==> src/rtl/oric_sdram_bridge.sv <==
// ============================================================================
// Module   : oric_sdram_bridge
// Purpose  : Oric cs/oe/we byte RAM bus to toggle req/ack 16-bit SDRAM port.
// Revision : 1.0  initial release
// ============================================================================
`default_nettype none

module oric_sdram_bridge #(
    parameter int ADDR_W  = 16,
    parameter int TIMEOUT = 255
) (
    input  logic              clk_72,
    input  logic              reset,
    input  logic              ram_cs,
    input  logic              ram_oe,
    input  logic              ram_we,
    input  logic [ADDR_W-1:0] ram_ad,
    input  logic [7:0]        ram_d,
    output logic [7:0]        ram_q,
    output logic              port_req,
    input  logic              port_ack,
    output logic [ADDR_W-1:0] port_a,
    output logic [1:0]        port_ds,
    output logic              port_we,
    output logic [15:0]       port_d,
    input  logic [15:0]       port_q,
    output logic              busy,
    output logic              overrun,
    output logic              timeout
);

    localparam logic [1:0] S_SYNC  = 2'd0;
    localparam logic [1:0] S_IDLE  = 2'd1;
    localparam logic [1:0] S_WAIT  = 2'd2;
    localparam logic [1:0] S_ISSUE = 2'd3;
    localparam logic [7:0] CNT_MAX = 8'(TIMEOUT);

    logic              s_cs_q, s_oe_q, s_we_q, p_cs_q, p_oe_q, p_we_q;
    logic [ADDR_W-1:0] s_ad_q, p_ad_q;
    logic [7:0]        s_d_q;

    logic [1:0]        state_q, state_d;
    logic [7:0]        cnt_q, cnt_d;
    logic              pend_v_q, pend_v_d, pend_we_q, pend_we_d;
    logic [ADDR_W-1:0] pend_ad_q, pend_ad_d;
    logic [7:0]        pend_d_q, pend_d_d;
    logic              port_req_q, port_req_d, port_we_q, port_we_d;
    logic [ADDR_W-1:0] port_a_q, port_a_d;
    logic [1:0]        port_ds_q, port_ds_d;
    logic [15:0]       port_d_q, port_d_d;
    logic [7:0]        ram_q_q, ram_q_d;
    logic              overrun_q, overrun_d, timeout_q, timeout_d, busy_q, busy_d;

    logic              w_trig, w_match, w_issue, w_from_pend, w_pend_wr, w_src_we;
    logic [ADDR_W-1:0] w_src_ad;
    logic [7:0]        w_src_d;

    always_ff @(posedge clk_72 or posedge reset) begin
        if (reset) begin
            s_cs_q <= 1'b0;
            s_oe_q <= 1'b0;
            s_we_q <= 1'b0;
            s_ad_q <= '0;
            s_d_q  <= '0;
            p_cs_q <= 1'b0;
            p_oe_q <= 1'b0;
            p_we_q <= 1'b0;
            p_ad_q <= '0;
        end else begin
            s_cs_q <= ram_cs;
            s_oe_q <= ram_oe;
            s_we_q <= ram_we;
            s_ad_q <= ram_ad;
            s_d_q  <= ram_d;
            p_cs_q <= s_cs_q;
            p_oe_q <= s_oe_q;
            p_we_q <= s_we_q;
            p_ad_q <= s_ad_q;
        end
    end

    assign w_trig = (s_cs_q & s_oe_q & ~(p_cs_q & p_oe_q))
                  | (s_cs_q & s_we_q & ~(p_cs_q & p_we_q))
                  | (s_cs_q & s_oe_q & (s_ad_q != p_ad_q));
    assign w_match = (port_ack == port_req_q);
    // The slot is being drained this cycle in ISSUE, so it never blocks a new trig then.
    assign w_pend_wr = pend_v_q & pend_we_q & (state_q != S_ISSUE);

    always_comb begin
        state_d     = state_q;
        cnt_d       = cnt_q;
        pend_v_d    = pend_v_q;
        pend_we_d   = pend_we_q;
        pend_ad_d   = pend_ad_q;
        pend_d_d    = pend_d_q;
        port_req_d  = port_req_q;
        port_we_d   = port_we_q;
        port_a_d    = port_a_q;
        port_ds_d   = port_ds_q;
        port_d_d    = port_d_q;
        ram_q_d     = ram_q_q;
        overrun_d   = overrun_q;
        timeout_d   = timeout_q;
        w_issue     = 1'b0;
        w_from_pend = 1'b0;

        case (state_q)
            S_SYNC: begin
                cnt_d = cnt_q + 8'd1;
                if (w_match) begin
                    state_d = S_IDLE;
                end else if (cnt_q == CNT_MAX) begin
                    port_req_d = port_ack;
                    timeout_d  = 1'b1;
                    state_d    = S_IDLE;
                end
            end
            S_IDLE: begin
                if (w_trig) begin
                    w_issue = 1'b1;
                end else if (pend_v_q) begin
                    w_issue     = 1'b1;
                    w_from_pend = 1'b1;
                    pend_v_d    = 1'b0;
                end
            end
            S_WAIT: begin
                cnt_d = cnt_q + 8'd1;
                if (w_match) begin
                    if (!port_we_q) begin
                        ram_q_d = port_a_q[0] ? port_q[15:8] : port_q[7:0];
                    end
                    state_d = (pend_v_q | w_trig) ? S_ISSUE : S_IDLE;
                end else if (cnt_q == CNT_MAX) begin
                    port_req_d = port_ack;
                    timeout_d  = 1'b1;
                    state_d    = (pend_v_q | w_trig) ? S_ISSUE : S_IDLE;
                end
            end
            default: begin
                w_issue     = 1'b1;
                w_from_pend = 1'b1;
                pend_v_d    = 1'b0;
            end
        endcase

        // A pending write is never displaced by a read; write-over-write is an overrun.
        if (w_trig && (state_q != S_IDLE)) begin
            if (!w_pend_wr || s_we_q) begin
                pend_v_d  = 1'b1;
                pend_we_d = s_we_q;
                pend_ad_d = s_ad_q;
                pend_d_d  = s_d_q;
                if (w_pend_wr) begin
                    overrun_d = 1'b1;
                end
            end
        end

        w_src_ad = w_from_pend ? pend_ad_q : s_ad_q;
        w_src_we = w_from_pend ? pend_we_q : s_we_q;
        w_src_d  = w_from_pend ? pend_d_q  : s_d_q;

        if (w_issue) begin
            port_a_d   = w_src_ad;
            port_we_d  = w_src_we;
            port_d_d   = {w_src_d, w_src_d};
            port_ds_d  = w_src_we ? (w_src_ad[0] ? 2'b10 : 2'b01) : 2'b11;
            port_req_d = ~port_req_q;
            cnt_d      = 8'd0;
            state_d    = S_WAIT;
        end

        busy_d = (state_d != S_IDLE);
    end

    always_ff @(posedge clk_72 or posedge reset) begin
        if (reset) begin
            state_q    <= S_SYNC;
            cnt_q      <= '0;
            pend_v_q   <= 1'b0;
            pend_we_q  <= 1'b0;
            pend_ad_q  <= '0;
            pend_d_q   <= '0;
            port_req_q <= 1'b0;
            port_we_q  <= 1'b0;
            port_a_q   <= '0;
            port_ds_q  <= '0;
            port_d_q   <= '0;
            ram_q_q    <= '0;
            overrun_q  <= 1'b0;
            timeout_q  <= 1'b0;
            busy_q     <= 1'b0;
        end else begin
            state_q    <= state_d;
            cnt_q      <= cnt_d;
            pend_v_q   <= pend_v_d;
            pend_we_q  <= pend_we_d;
            pend_ad_q  <= pend_ad_d;
            pend_d_q   <= pend_d_d;
            port_req_q <= port_req_d;
            port_we_q  <= port_we_d;
            port_a_q   <= port_a_d;
            port_ds_q  <= port_ds_d;
            port_d_q   <= port_d_d;
            ram_q_q    <= ram_q_d;
            overrun_q  <= overrun_d;
            timeout_q  <= timeout_d;
            busy_q     <= busy_d;
        end
    end

    assign ram_q    = ram_q_q;
    assign port_req = port_req_q;
    assign port_a   = port_a_q;
    assign port_ds  = port_ds_q;
    assign port_we  = port_we_q;
    assign port_d   = port_d_q;
    assign busy     = busy_q;
    assign overrun  = overrun_q;
    assign timeout  = timeout_q;

endmodule

`default_nettype wire
==> config.mk <==
export PLATFORM = sky130hd
export DESIGN_NAME = oric_sdram_bridge
export DESIGN_NICKNAME = d
export VERILOG_FILES = /design/src/rtl/oric_sdram_bridge.sv
export SDC_FILE = /design/constraint.sdc
export NUM_CORES = 1
export LEC_CHECK = 0
export CORE_UTILIZATION = 55
export CTS_CLUSTER_DIAMETER = 80
export DETAILED_ROUTE_END_ITERATION = 8
export GPL_ROUTABILITY_DRIVEN = 0
export PLACE_DENSITY_LB_ADDON = 0.2
export SLEW_MARGIN = 20
export SYNTH_ARGS = -nofsm -noshare
export SYNTH_HDL_FRONTEND = slang
export SYNTH_SLANG_ARGS = --single-unit
==> constraint.sdc <==
create_clock -name clk_72 -period 12 [get_ports clk_72]
set_clock_uncertainty 0.05 [all_clocks]
set_input_delay 1.8 -clock clk_72 [delete_from_list [all_inputs] [get_ports clk_72]]
set_output_delay 1.8 -clock clk_72 [all_outputs]
set_load 0.01 [all_outputs]
==> summary.md, run 1 <==
| Metric | Value |
|---|---|
| Final Critical Period | `3.634 ns` |
| Cell Area, Synth | `4838 µm²` |
| Static Leak | `between 0.002 and 0.003 µW` |
| Crit path kind | `flip-flop to output port` |
| Met3 routed WL | `532 µm` |
| Die W | `95.79 µm` |
| M1 wire length | `3920 µm` |
| Number of synthesized flops with an enable pin | `0` |
| Fmax | `roughly 0.28 GHz` |
| Post-route DRC | `0` |
| Register area | `3028 µm²` |
| Synthesized Nets | `slightly above 400` |
| Placed Instances | `545` |
| Required time worst endpoint | `10.15 ns` |
| Outcome | `complete, no violations` |
| Core region area | `8382 µm²` |
| Sink Count | `roughly 120` |
| YS warnings | `0` |
| Vias/cell | `5.366` |
| Clock Tree Buf Depth | `2` |
| Cell row count | `33` |
| Top sig layer | `met4` |
| N_diodes | `0` |
| Max Cap Violations | `0` |
| Fin area | `6345 µm²` |
| Cts hold-fix bufs | `0` |
| Slew Viols, Final | `0` |
| Vias | `3,096` |
| # Post-CTS Setup Buffers | `0` |
| Crit. path cell count | `1` |
| Crit Path Max Fanout | `10` |
| Initial DRT Pass Iterations | `7` |
| Met2 wire length | `around 4700 µm` |
| Worst setup SP type | `flip-flop` |
| Critical path's top delay family | `buffers and inverters` |
| Yosys reg bits | `approximately 120` |
| Global-route wire length before repair | `about 15,000 µm` |
| Top-area cell type share of the netlist area | `0.6258` |
| Final hold vios | `0` |
| Peak VDD IR | `0.1821 mV` |
| Critical-path cell list | `clkdlybuf4s50_1` |
| Critical Path Max Stage Delay | `0.65 ns` |
| Cts bufs inserted | `17` |
| Reg-to-reg startpoint | `s_we_q$_DFF_PP0_` |
| CTS tree | `done` |
| CTS root buffer | `clkbuf_8` |
| Initial Util | `0.5773` |
| Layout cells sized above 1 | `0.1504` |
| Final core occ | `0.7570` |
| Port bufs | `92` |
| Vias in the first global route | `3,117` |
| Worst setup path end | `port_a[0]` |
| Largest net degree at the start of global routing | `68` |
| Main synth FF type | `dfrtp_1` |
| Number of antenna violations at the first check in global routing | `0` |
| Overflow after GRT | `0` |
| NumNets Final | `506` |
| RR Endpoint | `port_ds[1]$_DFFE_PP0N_` |
| Worst Tran Pin Value | `between 0.9 and 1 ns` |
| Post-synthesis sequential area ratio | `0.6258` |
| Wire length per cell | `around 16 µm` |
| Reg2reg path depth | `6` |
| Endpoints failing setup | `0` |
| Post-detail-place hpwl | `5847 µm` |
| Pwr dens | `256.3 nW/µm²` |
| Clk_lat worst skew | `0.51 ns` |
| Asr flop ratio synth | `1.000` |
| CTS clock-pin slew for the worst setup and hold paths | `0.06 ns` |
| Worst relative slew slack | `0.3663` |
| Area growth, synth to finish | `31.14%` |
| Multi-input logic area | `around 1600 µm²` |
| Crit. End Element | `output port` |
| Synth top cells by count | `dfrtp_1 (121), nand2_1 (44), mux2i_1 (34), o21ai_0 (29), mux2_2 (26)` |
| Setup TNS | `0 ns` |
| Period Utilization, post-route | `0.3028` |
| Register-to-Register Setup Slack | `9.24 ns` |
| Routed Antenna Nets | `0` |
| Cell taking the most area after synthesis | `dfrtp_1` |
| Final cell count without fillers | `577` |
| Critical path origin | `port_a[0]$_DFFE_PP0N_` |
| RSZ-0062 raised after global routing | `no` |
| Final WL | `9212 µm` |
| Buf+Inv Stages, Crit Path | `1` |
| Die area | `9176 µm²` |
| FILL cells | `544` |
| Die height | `95.79 µm` |
| Global router's overall resource usage | `0.2268` |
| Slowest cell on crit path | `clkdlybuf4s50_1` |
| Post-cts sizing count | `0` |
| Worst hold path stage count | `0` |
| Post-DP Area | `between 5000 and 6000 µm²` |
| Worst hold path class | `flip-flop to flip-flop` |
| Area contributors post-synth | `dfrtp_1 (63%), mux2i_1 (7.0%), mux2_2 (6.1%), xor2_1 (3.4%), nand2_1 (3.4%)` |
| Netlist cell types | `41` |
| IO Count | `between 90 and 100` |
| DRT iter0 DRCs | `80` |
| Most frequent cell after synthesis | `dfrtp_1` |
| Syn avg cell area | `13.15 µm²` |
| Worst path arrival time | `1.78 ns` |
| H-tree depth | `4` |
| Synth Instances | `368` |
## logic make-up after synthesis
family / share of synthesized area
compound gates: 0.08664
flops: 0.6258
simple gates: 0.07034
mux: 0.1309
fa+ha+maj: 0.002586
buf+inv: 0.04215
xor+xnor: 0.04163
## sequential cells by signal (all words and copies together) (netlist names), 2 cells and up
| signal | cells |
|---|---|
| pend_d_q | 8 |
| port_ds | 2 |
| ram_q | 8 |
| port_a | 16 |
| port_d | 8 |
| cnt_q | 8 |
| p_ad_q | 16 |
| s_ad_q | 16 |
| pend_ad_q | 16 |
| s_d_q | 8 |
| state_q | 2 |
## power by group
group,internal [µW],switching (µW)
sequential,525,93.3
clock,326,188
combinational,269,225
total,1120,506
## cells in the final DEF, fill, tap and decap left out, types with 3 or more instances in the layout
master           netlist  layout
nor2_1                10      10
mux2_2                26      26
mux2i_1               34      34
o21ai_0               29      29
clkdlybuf4s50_1        0      92
nand3_1                5       5
o21ai_1                9       9
xor2_1                19      19
nor3_1                 3       3
bufinv_16              0       3
xnor2_1                4       4
buf_4                 10       4
inv_6                  0       7
nand2_1               44      44
clkbuf_16              0      16
dfrtp_1              121     121
a22o_1                 8       8
## worst min-delay path by stage
stage | end | slack, ns | from
after global routing | p_oe_q$_DFF_PP0_ | 0.33 | s_oe_q$_DFF_PP0_
after detailed placement | p_oe_q$_DFF_PP0_ | 0.31 | s_oe_q$_DFF_PP0_
final | p_oe_q$_DFF_PP0_ | 0.32 | s_oe_q$_DFF_PP0_
after floorplan | p_oe_q$_DFF_PP0_ | 0.30 | s_oe_q$_DFF_PP0_
after CTS | p_oe_q$_DFF_PP0_ | 0.32 | s_oe_q$_DFF_PP0_
after global placement | p_oe_q$_DFF_PP0_ | 0.30 | s_oe_q$_DFF_PP0_
## area by class of cell
| class | count | area share |
|---|---|---|
| Timing Repair Buffer | 96 | 0.1499 |
| Multi-Input combinational cell | 219 | 0.2534 |
| Clock inverter | 14 | 0.02859 |
| Clock buffer | 18 | 0.06744 |
| Sequential cell | 121 | 0.4772 |
| Tap cell | 105 | 0.02071 |
| Inverter | 4 | 0.002761 |
## routing by layer
layer	global-route usage	vias to the layer above
met3	0.07188	12
met2	0.3702	89
met1	0.2820	1539
met4	0.09080	0
li1	-	1456
met5	0	-
## through the flow
| stage | setup WS, ns | power [µW] | hold slack (ns) |
|---|---|---|---|
| floorplan | 6.936 | 922.2 | 0.2988 |
| global placement | 8.380 | 1091 | 0.3041 |
| detailed placement | 8.336 | 1114 | 0.3059 |
| CTS | 8.310 | 1642 | 0.3197 |
| global route | 8.270 | 1722 | 0.3330 |
| finish | 8.366 | 1626 | 0.3208 |
Note: power is estimated with default switching activity, not from simulation.
==> run 2, diff against run 1 <==
CORE_UTILIZATION = 47   (was 55)
clock period = 3 ns   (was 12 ns; I/O delays follow)
==> run 2 against run 1 <==
Compared with the run above:
- flip-flop and latch count unchanged
- non-clock buffer count increased by 2
- count of clock-buffer cells in the layout unchanged
- cell count increased by 5.2%
- sequential power increased to 4.0 times the previous value
- worst setup slack got worse by 7.9 ns
- clock power increased to 3.7 times the previous value
- combinational power increased to 4.0 times the previous value
- critical endpoint is now port_ds[1]$_DFFE_PP0N_
- worst hold slack got worse by 0.14 ns
==> summary.md, run 2 (same netlist as run 1, synthesis figures left out) <==
| Metric | Value |
|---|---|
| Outcome | `complete, no violations` |
| Pwr dens | `986.9 nW/µm² (+290%)` |
| Worst hold path class | `input port to async pin` |
| RR Endpoint | `port_ds[1]$_DFFE_PP0N_` |
| Cts bufs inserted | `17 (unchanged)` |
| Crit Path Max Fanout | `18 (+8)` |
| Register area | `3028 µm² (unchanged)` |
| Port bufs | `92 (unchanged)` |
| Critical-path cell list | `xor2_1, nor4_1, nand2_1, o31a_2, or3b_1, a22o_1` |
| Met1 usage | `0.2260 (-0.05600)` |
| Final hold vios | `0 (unchanged)` |
| Fmax | `0.3972 GHz` |
| Vias | `3,004 (-3.0%)` |
| Peak VDD IR | `0.5104 mV (+180%)` |
| Worst setup path end | `port_ds[1]$_DFFE_PP0N_` |
| RSZ-0062 raised after global routing | `no` |
| Crit. End Element | `flip-flop` |
| Sink Count | `121 (unchanged)` |
| Global router's overall resource usage | `0.1776 (-0.04923)` |
| Cell row count | `36 (+9.1%)` |
| Reg2reg path depth | `6 (unchanged)` |
| Die area | `10,700 µm² (+17%)` |
| Sequential power share | `0.390 (+0.010)` |
| Wire length per cell | `14.20 µm (-11%)` |
| NumNets Final | `508 (+0.40%)` |
| Crit path kind | `flip-flop to flip-flop` |
| Reg-to-reg startpoint | `s_ad_q[6]$_DFF_PP0_` |
| Worst path arrival time | `2.87 ns (+1.09 ns)` |
| Post-cts sizing count | `0 (unchanged)` |
| Gr busiest metal | `met2` |
| Slew Viols, Final | `0 (unchanged)` |
| Post-detail-place hpwl | `5822 µm (-0.42%)` |
| Clock Tree Buf Depth | `2 (unchanged)` |
| Vias in the first global route | `2,983 (-4.3%)` |
| Most frequent cells in the layout | `dfrtp_1 (121), clkdlybuf4s50_1 (92), nand2_1 (44), mux2i_1 (34), o21ai_0 (29)` |
| Core region area | `9864 µm² (+18%)` |
| Static Leak | `0.002729 µW (-0.48%)` |
| Switching share of power | `0.3152 (+0.003865)` |
| Endpoints failing setup | `0 (unchanged)` |
| IO Count | `93 (unchanged)` |
| Met3 usage | `0.05712 (-0.01476)` |
| Layout cells sized above 1 | `0.1519 (+0.001475)` |
| Required time worst endpoint | `3.35 ns (-6.80 ns)` |
| Worst setup SP type | `flip-flop` |
| Most common cell after layout, fill and taps aside | `dfrtp_1` |
| Multi-input logic area | `1608 µm² (unchanged)` |
| Die height | `103.5 µm (+8.0%)` |
| Area growth, synth to finish | `31.65%` |
| Internal | `4305 µW (+280%)` |
| Routed Antenna Nets | `0 (unchanged)` |
| Final WL | `8621 µm (-6.4%)` |
| P_sw | `1982 µW (+290%)` |
| Logic pwr share | `0.312 (+0.009)` |
| Post-route DRC | `0 (unchanged)` |
| Critical path origin | `s_ad_q[6]$_DFF_PP0_` |
| Critical Path Max Stage Delay | `0.54 ns (-0.11 ns)` |
| CTS tree | `done` |
| Worst relative slew slack | `0.5757 (+0.2094)` |
| Largest net degree at the start of global routing | `62 (-8.8%)` |
| H-tree depth | `4 (unchanged)` |
| Cts hold-fix bufs | `0 (unchanged)` |
| Global-route wire length before repair | `13,940 µm (-8.1%)` |
| N_diodes | `0 (unchanged)` |
| CTS root buffer | `clkbuf_8` |
| Final Critical Period | `2.518 ns` |
| Worst Tran Pin Value | `0.6343 ns (-0.3163 ns)` |
| Setup TNS | `0 ns (unchanged)` |
| CTS clock-pin slew for the worst setup and hold paths | `0.06 ns (about the same)` |
| Slowest cell on crit path | `o31a_2` |
| Die W | `103.5 µm (+8.0%)` |
| Initial DRT Pass Iterations | `4 (-3)` |
| # Post-CTS Setup Buffers | `0 (unchanged)` |
| DRT iter0 DRCs | `61 (-24%)` |
| Max Cap Violations | `0 (unchanged)` |
| Initial Util | `0.4905 (-0.08676)` |
| Number of antenna violations at the first check in global routing | `0 (unchanged)` |
| Total power | `6287 µW (+290%)` |
| Overflow after GRT | `0 (unchanged)` |
| Post-DP Area | `5812 µm² (+1.3%)` |
| Met2 usage | `0.2797 (-0.09056)` |
| Final core occ | `0.6457 (-0.1112)` |
| Period Utilization, post-route | `0.8393` |
| Clk_lat worst skew | `0.51 ns (about the same)` |
| FILL cells | `768 (+41%)` |
| Clk pwr share | `0.299 (-0.018)` |
| Register-to-Register Setup Slack | `0.48 ns (-8.76 ns)` |
| Vias/cell | `4.949 (-7.8%)` |
| Fin area | `6370 µm² (+0.39%)` |
run 2: changes by cell type in the layout (fill, tap and decap cells not counted):
cell        change
inv_6           -2
clkbuf_8        -1
inv_4           -1
inv_8           +1
clkbuf_1        +1
bufinv_16       -2
buf_12          +2
clkinvlp_4      +2
clkinv_4        +2
run 2: layout make-up:
type | instances | area share
Sequential cell | 121 | 0.4753
Clock buffer | 18 | 0.06561
Timing Repair Buffer | 98 | 0.1556
Tap cell | 133 | 0.02612
Clock inverter | 14 | 0.02200
Multi-Input combinational cell | 219 | 0.2524
Inverter | 4 | 0.002946
run 2: critical path, delay by kind of cell, from the launching register on:
kind / cells / cell delay, ns
AOI/OAI and AO/OA: 2 / 0.72
xor gates and xnor gates: 1 / 0.16
DFF: 1 / 0.41
and+or+nand+nor: 3 / 1.06
run 2: through the flow:
| step | std cells | hold slack (ns) | setup slack (ns) |
|---|---|---|---|
| 6_report | 607 | 0.1784 | 0.4821 |
| 5_1_grt | 607 | 0.1743 | 0.3373 |
| 4_1_cts | 607 | 0.1646 | 0.4773 |
| 3_5_place_dp | 575 | 0.3378 | 0.4954 |
| 3_3_place_gp | 575 | 0.3496 | 0.5154 |
| 2_1_floorplan | 368 | 0.2988 | 0.9452 |
run 2: layer usage:
layer,up-vias,wire length (µm)
met2,74,4039
met4,0,114
li1,1460,-
met5,-,0
met3,12,484
met1,1458,3983
run 2: how the worst min path moves through the flow:
stage,startpoint,end,cells after the start
final,reset,s_cs_q$_DFF_PP0_,2
after global placement,s_oe_q$_DFF_PP0_,p_oe_q$_DFF_PP0_,0
after detailed placement,s_oe_q$_DFF_PP0_,p_oe_q$_DFF_PP0_,0
after global routing,reset,s_cs_q$_DFF_PP0_,2
after floorplan,s_oe_q$_DFF_PP0_,p_oe_q$_DFF_PP0_,0
after CTS,reset,s_cs_q$_DFF_PP0_,2
run 2: power by group through the flow:
stage	Combinational [µW]	Sequential (µW)	Clock, µW
after floorplan	1220	2470	0
after global placement	1950	2460	0
after detailed placement	1990	2480	0
after CTS	2000	2460	1920
after global routing	2180	2530	2000
final	1960	2450	1880
